File: config.mk
export PLATFORM = sky130hd
export DESIGN_NAME = relu_pool_32_2_16
export DESIGN_NICKNAME = d
export VERILOG_FILES = /design/src/rtl/pool_pkg.sv /design/src/rtl/pool_out_fifo.sv /design/src/rtl/relu_pool_32_2_16.sv
export SDC_FILE = /design/constraint.sdc
export NUM_CORES = 1
export LEC_CHECK = 0
export CORE_UTILIZATION = 45
export DETAILED_ROUTE_END_ITERATION = 6
export PLACE_DENSITY = 0.77
export SKIP_CTS_REPAIR_TIMING = 1
export SKIP_LAST_GASP = 1
export SLEW_MARGIN = 10
export SYNTH_ARGS = -nofsm -noshare
export SYNTH_HDL_FRONTEND = slang
export SYNTH_SLANG_ARGS = --single-unit
File: constraint.sdc
create_clock -name clk -period 3.3 [get_ports clk]
set_input_delay 0.66 -clock clk [delete_from_list [all_inputs] [get_ports clk]]
set_output_delay 0.66 -clock clk [all_outputs]
set_load 0.01 [all_outputs]
File: src/rtl/pool_pkg.sv
// Shared widths and signed helpers for the ReLU/max-pool layers.
package pool_pkg;

    localparam int unsigned SMAX_W     = 32;
    localparam int unsigned FIFO_DEPTH = 2;

    // Counter width able to hold 0..n-1, never narrower than one bit.
    function automatic int unsigned cnt_w(input int unsigned n);
        return (n <= 1) ? 1 : $clog2(n);
    endfunction

    function automatic logic signed [SMAX_W-1:0] smax(
        input logic signed [SMAX_W-1:0] a,
        input logic signed [SMAX_W-1:0] b
    );
        return (a > b) ? a : b;
    endfunction

endpackage

File: src/rtl/pool_out_fifo.sv
// Two-entry in-order output buffer; head entry is always r_mem0.
module pool_out_fifo
    import pool_pkg::*;
#(
    parameter int unsigned T = 16
) (
    input  logic         clk,
    input  logic         reset,
    input  logic         push,
    input  logic [T-1:0] din,
    output logic         full,
    input  logic         pop,
    output logic [T-1:0] dout,
    output logic         empty
);

    localparam int unsigned C_W = cnt_w(FIFO_DEPTH + 1);

    logic [C_W-1:0] r_cnt;
    logic [T-1:0]   r_mem0;
    logic [T-1:0]   r_mem1;
    logic           w_push;
    logic           w_pop;

    assign full   = (r_cnt == C_W'(FIFO_DEPTH));
    assign empty  = (r_cnt == '0);
    assign dout   = r_mem0;
    assign w_pop  = pop && !empty;
    assign w_push = push && (!full || w_pop);

    always_ff @(posedge clk) begin
        if (reset) begin
            r_cnt  <= '0;
            r_mem0 <= '0;
            r_mem1 <= '0;
        end else begin
            case ({w_push, w_pop})
                2'b10: begin
                    if (r_cnt == '0) r_mem0 <= din;
                    else             r_mem1 <= din;
                    r_cnt <= r_cnt + C_W'(1);
                end
                2'b01: begin
                    r_mem0 <= r_mem1;
                    r_cnt  <= r_cnt - C_W'(1);
                end
                2'b11: begin
                    // Occupancy unchanged; new entry lands behind whatever remains.
                    if (r_cnt == C_W'(1)) begin
                        r_mem0 <= din;
                    end else begin
                        r_mem0 <= r_mem1;
                        r_mem1 <= din;
                    end
                end
                default: ;
            endcase
        end
    end

endmodule

File: src/rtl/relu_pool_32_2_16.sv
// ReLU followed by non-overlapping width-K max-pool over N-element vectors,
// with valid/ready streaming on both sides and a 2-entry output buffer.
module relu_pool_32_2_16
    import pool_pkg::*;
#(
    parameter int unsigned N = 32,
    parameter int unsigned K = 2,
    parameter int unsigned T = 16
) (
    input  logic                clk,
    input  logic                reset,
    input  logic signed [T-1:0] x_data,
    input  logic                x_valid,
    output logic                x_ready,
    output logic signed [T-1:0] y_data,
    output logic                y_valid,
    input  logic                y_ready
);

    localparam int unsigned W_W = cnt_w(K);
    localparam int unsigned E_W = cnt_w(N);

    if ((K < 2) || ((N % K) != 0)) begin : g_bad_window
        $error("relu_pool: need K >= 2 and N %% K == 0 (N=%0d K=%0d)", N, K);
    end
    if (T > SMAX_W) begin : g_bad_width
        $error("relu_pool: T=%0d exceeds comparator width %0d", T, SMAX_W);
    end

    logic [W_W-1:0]          r_w;
    logic [E_W-1:0]          r_e;
    logic signed [T-1:0]     r_m;

    logic                    w_accept;
    logic                    w_last;
    logic                    w_full;
    logic                    w_empty;
    logic                    w_pop;
    logic signed [SMAX_W-1:0] w_x_ext;
    logic signed [SMAX_W-1:0] w_base_ext;
    logic signed [SMAX_W-1:0] w_max_ext;
    logic signed [T-1:0]     w_m_next;
    logic [T-1:0]            w_dout;

    assign w_last   = (r_w == W_W'(K - 1));
    assign x_ready  = !w_last || !w_full;
    assign w_accept = x_valid && x_ready;
    assign y_valid  = !w_empty;
    assign y_data   = w_dout;
    assign w_pop    = y_valid && y_ready;

    // Starting a window from zero folds the ReLU into the running max.
    assign w_x_ext    = SMAX_W'(x_data);
    assign w_base_ext = (r_w == '0) ? '0 : SMAX_W'(r_m);
    assign w_max_ext  = smax(w_base_ext, w_x_ext);
    assign w_m_next   = T'(w_max_ext);

    always_ff @(posedge clk) begin
        if (reset) begin
            r_w <= '0;
            r_e <= '0;
            r_m <= '0;
        end else if (w_accept) begin
            r_w <= w_last ? '0 : r_w + W_W'(1);
            r_e <= (r_e == E_W'(N - 1)) ? '0 : r_e + E_W'(1);
            r_m <= w_m_next;
        end
    end

    pool_out_fifo #(
        .T(T)
    ) u_out_fifo (
        .clk  (clk),
        .reset(reset),
        .push (w_accept && w_last),
        .din  (w_m_next),
        .full (w_full),
        .pop  (w_pop),
        .dout (w_dout),
        .empty(w_empty)
    );

endmodule
Word-level counts from Yosys, hierarchy flattened. Cells that the tools add are included.

Bits in registers: 51. Input bits: 20. Output and inout bits: 18. Logic and storage cells: 43.

Add/subtract/negate cells: 3. Magnitude comparators: 1. Equal/unequal tests: 8. Multiplexer cells: 10. Reductions and logical operators: 16.

Operators by type and width (number): 16-bit two-way mux (5); 16-bit case mux with 3 select lines (1); 32-bit by 16-bit greater-than comparator with 1-bit output (1); 32-bit two-way mux (1); 16-bit case mux with 2 select lines (1); 2-bit == test (second input constant) (3); 1-bit logical AND (5); 2-bit by 1-bit == test with 1-bit output (second input constant) (2); 2-bit inequality test (second input constant) (2); 2-bit case mux with 2 select lines (1); 2-bit nonzero test (2); 1-bit zero test (3); 3-bit AND reduction (1); 3-bit nonzero test (1); 2-bit by 1-bit adder with 2-bit output (second input constant) (1); 2-bit zero test (1); 1-bit logical OR (2); 2-bit by 1-bit inequality test with 1-bit output (second input constant) (1); 2-bit AND reduction (1); 2-bit by 1-bit subtractor with 2-bit output (second input constant) (1); 1-bit adder (second input constant) (1); 1-bit two-way mux (1).

Logic depth before layout (Yosys ltp). Gate-level depths: netlist of run 1.

Word-level depth: 9. Depth in mapped cells: 12. Gate-level depth less buffers: 9.

Modules after synthesis. A second synthesis of run 1 with hierarchy kept.

Cells, all modules: 304. Area total of the unflattened synthesis: 2870.3 µm².

Modules (own cells, without submodules): pool_out_fifo (times used 1, cells each 166, area an instance 1579.0 µm², sequential area each 680.7 µm²); relu_pool_32_2_16 (times used 1, cells each 138, area an instance 1291.2 µm², sequential area each 340.3 µm²).

Worst setup path after synthesis of run 1. OpenSTA, ideal clock, no wires.

Path kind: input to register. Start: in x_data[13]. End: reg r_m[0]. Library setup time: 0.060 ns. Data arrival time: 2.519 ns. Data required time: 3.240 ns. Slack: 0.722 ns. Stages on the path: 9. Buffers on the path: 2. Cells stage by stage: inv_1 > ha_1 > a21o_1 > a2111o_1 > o31a_1 > buf_6 > nor3b_4 > buf_6 > a22o_1.

Longest elaborated chain between the ends: 2.

RTL lines: from (decl) (RTL line relu_pool_32_2_16.sv:12) `input logic signed [T-1:0] x_data,`; 32-bit by 16-bit greater-than comparator with 1-bit output (RTL line pool_pkg.sv:16) `return (a > b) ? a : b;`; 16-bit two-way mux (RTL line pool_pkg.sv:16); to (signal assigned) (RTL line relu_pool_32_2_16.sv:66) `r_m <= w_m_next;`; to (decl) (RTL line relu_pool_32_2_16.sv:32) `logic signed [T-1:0] r_m;`.

Every way passes these cells. A chain may end at the register's enable or synchronous reset.

Final worst setup path of run 1.
Start: in x_data[13]. End: reg u_out_fifo.r_mem1[0].

Longest elaborated chain between the ends: 4. Elaborated cells between the ends (all ways): 5. Those cells by class: order compare: 1; mux: 4.

RTL lines: 32-bit by 16-bit greater-than comparator with 1-bit output (*) (RTL line pool_pkg.sv:16); 16-bit two-way mux (*) (RTL line pool_pkg.sv:16); 16-bit two-way mux, on equally long branches (RTL line pool_out_fifo.sv:49, pool_out_fifo.sv:39); 16-bit case mux with 2 select lines (*) (RTL line pool_out_fifo.sv:37) `case ({w_push, w_pop})`; to (signal assigned) (RTL line pool_out_fifo.sv:40) `else r_mem1 <= din;`; to (signal assigned) (RTL line pool_out_fifo.sv:53) `r_mem1 <= din;`; to (decl) (RTL line pool_out_fifo.sv:21) `logic [T-1:0] r_mem1;`.

Every way passes the cells marked *; elsewhere a longest branch is shown, timed or not. The select of a mux whose other input is x is not followed.

==> results of run 1 <==
-- through the flow --
step                cell area, um^2  hold WS (ns)  std cells
global placement               3100         0.447        387
global route                   3230         0.489        395
detailed placement             3100         0.447        387
floorplan                      2600         0.434        278
CTS                            3230         0.476        395
finish                         3230         0.468        395
-- state kept, by name, summed over array words and instances (netlist names) --
signal	count
u_out_fifo.r_mem1	16
r_m	16
r_w	1
u_out_fifo.dout	16
u_out_fifo.r_cnt	2
-- where the power goes --
part | switching (mW) | internal (mW)
clock | 0.200 | 0.303
sequential | 0.0551 | 0.709
combinational | 0.286 | 0.257
-- final cells by class --
cell class                      instances  area share
Timing Repair Buffer                   49       0.146
Sequential cell                        51       0.316
Inverter                               23      0.0267
Multi-Input combinational cell        192       0.442
Clock buffer                            6      0.0225
Tap cell                               72      0.0279
Clock inverter                          2      0.0186
-- cell usage in the layout (no fill, tap or decap) --
cell and n:
clkdlybuf4s50_1 37, a21o_1 1, buf_12 1, mux2_4 1, o211ai_1 1, and2_1 16
buf_4 11, o311ai_0 1, a211oi_2 1, dfxtp_1 51, nand2_1 8, o31a_1 1
a221oi_1 1, nor2b_1 2, o21ai_0 16, a22oi_1 15, o2bb2ai_1 1, clkbuf_1 1
nor2_1 24, a2111o_1 1, a21oi_1 10, nor3b_4 1, clkbuf_8 5, a211oi_1 15
nand4_1 4, a22o_1 15, o22ai_1 7, mux2i_1 16, a2111oi_2 1, bufinv_16 2
o21a_1 1, o21ai_1 1, ha_1 23, nor3_1 3, xor2_1 2, o211a_1 1
nor4_1 1, inv_1 23, and3b_1 1
-- worst max-delay path, delay by kind of cell --
family / cells / cell delay, ns
AOI/OAI and AO/OA: 4 / 1.13
adders and majority gates: 1 / 0.30
buffers and inverters: 3 / 0.72
muxes: 1 / 0.31
-- worst min path at each step --
stage               slack [ns]                  from                   end  cells after the start
finish                    0.47  r_m[10]$_SDFFE_PP0P_  r_m[10]$_SDFFE_PP0P_                      1
floorplan                 0.43  r_m[12]$_SDFFE_PP0P_  r_m[12]$_SDFFE_PP0P_                      1
detailed placement        0.45  r_m[11]$_SDFFE_PP0P_  r_m[11]$_SDFFE_PP0P_                      1
global placement          0.45   r_m[7]$_SDFFE_PP0P_   r_m[7]$_SDFFE_PP0P_                      1
CTS                       0.48  r_m[10]$_SDFFE_PP0P_  r_m[10]$_SDFFE_PP0P_                      1
global route              0.49  r_m[11]$_SDFFE_PP0P_  r_m[11]$_SDFFE_PP0P_                      1
-- cells by family (layout without fill, tap and decap cells) --
logic type / count (synthesis) / after routing
AOI/OAI and AO/OA: 90 / 90
xor gates and xnor gates: 2 / 2
adders and majority gates: 23 / 23
buffers and inverters: 35 / 80
DFF: 51 / 51
muxes: 17 / 17
and+or+nand+nor: 60 / 60
-- layer usage --
metal,wire [um],part of all wire,GRT usage
met1,2750,0.49,0.279
met4,66,0.012,0.0593
met5,0,0,0
met3,196,0.035,0.0372
met2,2620,0.47,0.317
==> impl_metrics.csv, run 1 <==
group,metric,value,unit
status,status,"completed",
drt,drc,0,
min_path,hold_path_class,"flop to flop",
critical_path,cp_max_fo,9,
clock_network,cts.sinks,51,
sta,fin_crit,2.89,ns
placement,gp_congestion,0.815,
sta,worst_pin_slew,0.902,ns
synth,yosys_warnings,0,
drt,ant_nets,0,
drt,num_vias,2162,
synth,ys.flop_type,"dfxtp_1",
clock_network,cts-htree-levels,2,
synth,synth_top_cell_by_area,"dfxtp_1",
drt,dr.pass1.iters,6,
synth,syn_inst,278,
clock_network,cts_root_buffer,"clkbuf_8",
sta,finalHoldViolCount,0,
drt,drt-initial-drc-count,102,
layout,drive_above_1_share,0.0712,
synth,yosysMostFrequentCell,"dfxtp_1",
synth,synth-compound-area-share,0.247,
synth,synth-simple-area-share,0.118,
synth,synth_commonest_cells,"dfxtp_1 (51), nor2_1 (24), ha_1 (23), inv_1 (23)",
layout,nets,365,
die,start_util,0.469,
clock_network,cts_made_buffers,5,
die,coreArea,0.00554,mm^2
critical_path,crit_path_start_kind,"primary input",
grt,grt_pass1_wl,9.74,mm
synth,yosysSeqAreaShare,0.393,
critical_path,path_cells,"clkdlybuf4s50_1 -> inv_1 -> ha_1 -> a21o_1 -> a2111o_1 -> o31a_1 -> buf_12 -> mux2_4 -> a211oi_2",
drt,via_per_inst,5.47,
layout,utilization,0.583,
synth,synthAdderAreaFrac,0.111,
critical_path,cp-end-kind,"flop",
sta,slew_violations,0,
synth,synthesis.nets,321,
critical_path,critPathLaunch,"x_data[13]",
power,static-leakage-power,1.34,nW
synth,synth_area_leaders,"dfxtp_1 (39%), ha_1 (11%), mux2i_1 (6.2%), a22o_1 (5.1%), a211oi_1 (4.3%)",
critical_path,crit_type,"primary input to flop",
die,dieWidth,78.0,um
synth,syn_area_per_cell,9.35,um^2
drt,routed_wl,5.63,mm
synth,synth_top_area_frac,0.393,
synth,synth_top_family_by_area,"compound AO/OA/AOI/OAI gates",
synth,async_flop_share,0,
critical_path,worstPathArrival,3.12,ns
grt,grt_pass1_vias,2118,
critical_path,r2r_end,"u_out_fifo.dout[14]$_SDFFE_PP0P_",
sta,setup_ws,0.405,ns
die,rows,27,
die,die_height,78.0,um
sta,slew_headroom,0.394,
synth,synth_xor_area_frac,0.00674,
synth,synthesis.area,0.00260,mm^2
critical_path,cp-endpoint,"u_out_fifo.r_mem1[0]$_SDFFE_PP0P_",
synth,synth.distinct_cells,37,
layout,area_delta_synth_final,24.3,%
placement,port_buffers,37,
clock_network,clkLatencyLatePin,0.30,ns
critical_path,reg2regPathDepth,9,
sta,clock_skew,0.00655,ns
synth,synthMuxAreaShare,0.0674,
critical_path,r2r_start,"r_w$_SDFFE_PP0P_",
grt,antenna_found_initial,0,
critical_path,rrSetupSlack,0.56,ns
critical_path,slowest_stage,"clkdlybuf4s50_1",
sta,setup_viol,0,
placement,pre_cts_ws,0.0990,ns
sta,totalNegativeSetupSlack,0,ns
layout,antenna_cells,0,
synth,synth_edf_count,0,
drt,wire_per_inst,14.3,um
placement,hpwl,4.26,mm
critical_path,critPathRequiredTime,3.53,ns
die,ios,38,
layout,multi_input_area,0.00143,mm^2
synth,synth_seq_cells,51,
sta,rsz0062_at_grt,"no",
clock_network,cts_buffer_depth,2,
grt,grtUsageTotal,0.201,
power,pwr_density_cell,560,mW/mm^2
critical_path,slowest_delay,0.50,ns
grt,grt_overflow,0,
clock_network,clkTransAtPathRegs,0.09,ns
flow_run,maxCapViolCount,0,
clock_network,cts_tree,"built",
grt,grt_max_degree,32,
die,dieArea,0.00609,mm^2
layout,seq_area,0.00102,mm^2
sta,max_freq,0.345,GHz
power,p_total,1.81,mW
power,max-vdd-ir-drop,0.000289,V
layout,nFillCells,485,
sta,period_share,0.877,
Note: power is estimated with default switching activity, not from simulation.
==> run 2, diff against run 1 <==
==> constraint.sdc (replaced) <==
create_clock -name clk -period 3.6 [get_ports clk]
set_input_delay 0.72 -clock clk [delete_from_list [all_inputs] [get_ports clk]]
set_output_delay 0.72 -clock clk [all_outputs]
set_load 0.01 [all_outputs]
==> run 2 against run 1 <==
  * Register-to-register slack lost 0.11 ns
  * Wire length up 2.8%
  * Sequential power shrank 8.0%
  * Cell count decreased by 1.0%
  * Largest power group unchanged
==> impl_metrics.csv, run 2 (synthesis results as in run 1) <==
group,metric,value,unit
status,status,"completed",
drt,drt-initial-drc-count,204,
die,die_height,78.0,um
layout,mostFrequentLayoutCell,"dfxtp_1",
placement,hpwl,4.25,mm
layout,drive_above_1_share,0.0627,
clock_network,cts_tree,"built",
placement,port_buffers,37,
power,pwr_density_cell,507,mW/mm^2
drt,routed_wl,5.79,mm
power,max-vdd-ir-drop,0.000321,V
die,dieArea,0.00609,mm^2
clock_network,clkTransAtPathRegs,0.09,ns
sta,setup_ws,0.261,ns
critical_path,critPathLaunch,"x_data[5]",
critical_path,crit_type,"primary input to flop",
power,static-leakage-power,1.31,nW
clock_network,cts_made_buffers,5,
drt,drc,0,
layout,nets,361,
drt,ant_nets,0,
drt,via_per_inst,5.57,
drt,wire_per_inst,14.8,um
grt,antenna_found_initial,0,
sta,period_share,0.928,
placement,dpl_cell_area,0.00306,mm^2
critical_path,slowest_stage,"a21oi_1",
clock_network,cts_buffer_depth,2,
drt,num_vias,2178,
grt,grt_pass1_vias,1951,
min_path,min-delay-start,"r_m[10]$_SDFFE_PP0P_",
grt,grt_overflow,0,
sta,fin_crit,3.34,ns
sta,finalHoldViolCount,0,
sta,rsz0062_at_grt,"no",
layout,antenna_cells,0,
die,rows,27,
grt,grt_max_degree,33,
critical_path,r2r_start,"r_w$_SDFFE_PP0P_",
placement,pre_cts_ws,-0.0666,ns
die,coreArea,0.00554,mm^2
critical_path,slowest_delay,1.00,ns
critical_path,cp_max_fo,15,
layout,mostFrequentLayoutCells,"dfxtp_1 (51), clkdlybuf4s50_1 (37), nor2_1 (24)",
critical_path,worstPathArrival,3.58,ns
clock_network,cts_root_buffer,"clkbuf_8",
grt,grtUsageTotal,0.199,
layout,final_area,0.00317,mm^2
critical_path,crit_path_start_kind,"primary input",
die,start_util,0.469,
drt,dr.pass1.iters,5,
die,ios,38,
critical_path,path_cells,"clkdlybuf4s50_1 -> inv_1 -> ha_1 -> nand4_1 -> a2111oi_2 -> o311ai_0 -> a21oi_1 -> a22o_1",
clock_network,cts-htree-levels,2,
die,dieWidth,78.0,um
sta,slew_violations,0,
critical_path,critPathRequiredTime,3.84,ns
clock_network,clkLatencyLatePin,0.31,ns
sta,clock_skew,0.00910,ns
critical_path,cp-end-kind,"flop",
sta,slew_headroom,0.190,
sta,worst_pin_slew,1.22,ns
sta,max_freq,0.299,GHz
layout,area_delta_synth_final,22.0,%
placement,gp_congestion,0.790,
clock_network,cts.sinks,51,
flow_run,maxCapViolCount,0,
grt,grt_pass1_wl,9.48,mm
sta,setup_viol,0,
min_path,hold_path_class,"flop to flop",
-- run 2: worst paths after layout --
kind	to	slack (ns)	depth (start not counted)
setup / recovery	r_m[8]$_SDFFE_PP0P_	0.26	8
setup reg to reg	r_m[8]$_SDFFE_PP0P_	0.45	7
hold / removal	r_m[10]$_SDFFE_PP0P_	0.47	1
hold reg to reg	r_m[10]$_SDFFE_PP0P_	0.47	1
-- run 2: worst max-delay path: cells and delay by family --
kind / cells / cell delay, ns
AO/OA/AOI/OAI: 4 / 1.81
adder cells (fa/ha/maj): 1 / 0.30
AND/OR/NAND/NOR: 1 / 0.15
buffers and inverters: 2 / 0.58
-- run 2: final cells by class --
class,instances,area (um^2)
Clock buffer,5,68.8
Inverter,23,86.3
Fill cell,521,2370
Sequential cell,51,1020
Tap cell,72,90.1
Timing Repair Buffer,45,430
Multi-Input combinational cell,192,1430
Clock inverter,3,47.5
-- run 2: power by group --
part	switching, mW	internal, mW
clock network	0.199	0.211
logic	0.265	0.229
registers	0.0532	0.650
-- run 2: routing by layer --
| layer | share of wire | wire length [um] | vias up | global-route usage |
|---|---|---|---|---|
| met4 | 0.0090 | 52 | 0 | 0.0519 |
| met5 | 0 | 0 | - | 0 |
| met1 | 0.47 | 2720 | 1028 | 0.264 |
| met3 | 0.048 | 280 | 6 | 0.0442 |
| li1 | - | - | 1099 | - |
| met2 | 0.47 | 2730 | 45 | 0.328 |
-- run 2: metrics by stage --
step                      hold slack [ns]  setup TNS (ns)  cells  utilization  power (mW)
after detailed placement            0.446          -0.933    383        0.552        1.21
after global routing                0.491               0    391        0.573        1.71
after global placement              0.449               0    383        0.552        1.19
after CTS                           0.477               0    391        0.573        1.62
after floorplan                     0.434               0    278            -        1.01
final                               0.474               0    391        0.573        1.61
==> run 3, diff against run 2 <==
--- a/config.mk
+++ b/config.mk
@@ -5,6 +5,7 @@
 export SDC_FILE = /design/constraint.sdc
 export NUM_CORES = 1
 export LEC_CHECK = 0
+export CAP_MARGIN = 20
 export CORE_UTILIZATION = 45
 export DETAILED_ROUTE_END_ITERATION = 6
 export PLACE_DENSITY = 0.77
==> run 3 against run 2 <==
  * Worst setup slack better by 0.23 ns
  * Die area unchanged
  * Register-to-register slack better by 0.16 ns
  * Critical endpoint unchanged
  * Global-route usage down 0.070 points
  * Largest cell class unchanged
==> impl_metrics.csv, run 3 (synthesis results as in run 1) <==
group,metric,value,unit
status,status,"completed",
power,pwr_density_cell,504,mW/mm^2
grt,use_met3,0.0419,
placement,dpl_cell_area,0.00306,mm^2
layout,mostFrequentLayoutCells,"dfxtp_1 (51), clkdlybuf4s50_1 (37), nor2_1 (24)",
grt,grt_use_met1,0.267,
power,p_int,1.09,mW
grt,grt_pass1_vias,1973,
die,die_height,78.0,um
layout,area_delta_synth_final,22.3,%
grt,antenna_found_initial,0,
power,swShare,0.319,
sta,max_freq,0.322,GHz
sta,finalHoldViolCount,0,
clock_network,cts_root_buffer,"clkbuf_8",
clock_network,cts.sinks,51,
sta,setup_ws,0.493,ns
min_path,hold_path_class,"flop to flop",
drt,routed_wl,5.80,mm
drt,wire_per_inst,14.8,um
power,max-vdd-ir-drop,0.000249,V
clock_network,cts_tree,"built",
sta,slew_violations,0,
die,rows,27,
die,ios,38,
power,clkPwrFrac,0.254,
sta,slew_headroom,0.568,
critical_path,cp-end-kind,"flop",
sta,clock_skew,0.0116,ns
layout,nets,362,
critical_path,crit_type,"primary input to flop",
clock_network,cts_made_buffers,5,
power,p_comb_frac,0.306,
layout,multi_input_area,0.00143,mm^2
drt,via_per_inst,5.62,
die,dieArea,0.00609,mm^2
drt,drc,0,
drt,ant_nets,0,
sta,fin_crit,3.11,ns
layout,nFillCells,528,
clock_network,cts_buffer_depth,2,
sta,setup_viol,0,
die,start_util,0.469,
clock_network,cts-htree-levels,2,
drt,dr.pass1.iters,5,
placement,gp_congestion,0.790,
clock_network,clkTransAtPathRegs,0.09,ns
power,p_seq_frac,0.440,
sta,worst_pin_slew,0.648,ns
critical_path,cp_max_fo,9,
placement,hpwl,4.30,mm
sta,rsz0062_at_grt,"no",
sta,totalNegativeSetupSlack,0,ns
layout,seq_area,0.00102,mm^2
drt,num_vias,2203,
placement,pre_cts_ws,0.222,ns
layout,drive_above_1_share,0.0656,
power,p_total,1.60,mW
placement,port_buffers,37,
grt,grtUsageTotal,0.199,
die,dieWidth,78.0,um
layout,antenna_cells,0,
critical_path,crit_path_start_kind,"primary input",
critical_path,worstPathArrival,3.31,ns
grt,grt_pass1_wl,9.42,mm
drt,drt-initial-drc-count,186,
sta,period_share,0.863,
grt,grt_max_degree,33,
layout,final_area,0.00318,mm^2
grt,gr-max-usage-layer,"met2",
grt,grt_util_met2,0.328,
power,static-leakage-power,1.31,nW
layout,mostFrequentLayoutCell,"dfxtp_1",
die,coreArea,0.00554,mm^2
flow_run,maxCapViolCount,0,
power,p_switching,511,uW
critical_path,critPathRequiredTime,3.80,ns
clock_network,clkLatencyLatePin,0.31,ns
grt,grt_overflow,0,
==> run 3: cell types whose count changed in the layout (fill, tap and decap cells not counted), sizes merged <==
cell / previous run / this run
buf: 8 / 9
clkinv: 1 / 0
clkinvlp: 0 / 1
==> run 3: worst max-delay path, cell delays in order <==
cell and delay (ns):
clkdlybuf4s50_1 0.54, inv_1 0.06, ha_1 0.31, a21o_1 0.18, a2111o_1 0.41, o311ai_0 0.37, a21oi_1 0.28, buf_4 0.25
a22o_1 0.19
==> run 3: cell type report <==
cell class	count	area share
well taps	72	0.0283
clock buffers	5	0.0216
repair buffers	46	0.138
multi-input cells	192	0.449
flip-flops and latches	51	0.321
clock inverters	3	0.0146
inverters	23	0.0272
==> run 3: worst paths after layout <==
path,start,end,slack [ns],cells after the start
worst max register to register,r_w$_SDFFE_PP0P_,r_m[8]$_SDFFE_PP0P_,0.61,8
worst min register to register,r_m[10]$_SDFFE_PP0P_,r_m[10]$_SDFFE_PP0P_,0.48,1
worst min-delay path,r_m[10]$_SDFFE_PP0P_,r_m[10]$_SDFFE_PP0P_,0.48,1
worst max-delay path,x_data[13],r_m[8]$_SDFFE_PP0P_,0.49,9
==> run 3: through the flow <==
step                hold WS (ns)   util  cells
floorplan                  0.434      -    278
global placement           0.449  0.552    383
detailed placement         0.446  0.553    384
CTS                        0.478  0.574    392
global route               0.492  0.574    392
finish                     0.476  0.574    392
==> run 3: power by group through the flow <==
stage / Combinational [mW] / Sequential, mW / Clock, mW
2_1_floorplan: 0.291 / 0.716 / 0
3_3_place_gp: 0.480 / 0.713 / 0
3_5_place_dp: 0.492 / 0.717 / 0
4_1_cts: 0.494 / 0.705 / 0.418
5_1_grt: 0.541 / 0.715 / 0.441
6_report: 0.490 / 0.704 / 0.407
==> run 3: layer usage <==
metal  part of all wire  routed length (um)
met4              0.011                  61
met5                  0                   0
met1               0.47                2720
met3              0.050                 288
met2               0.47                2730
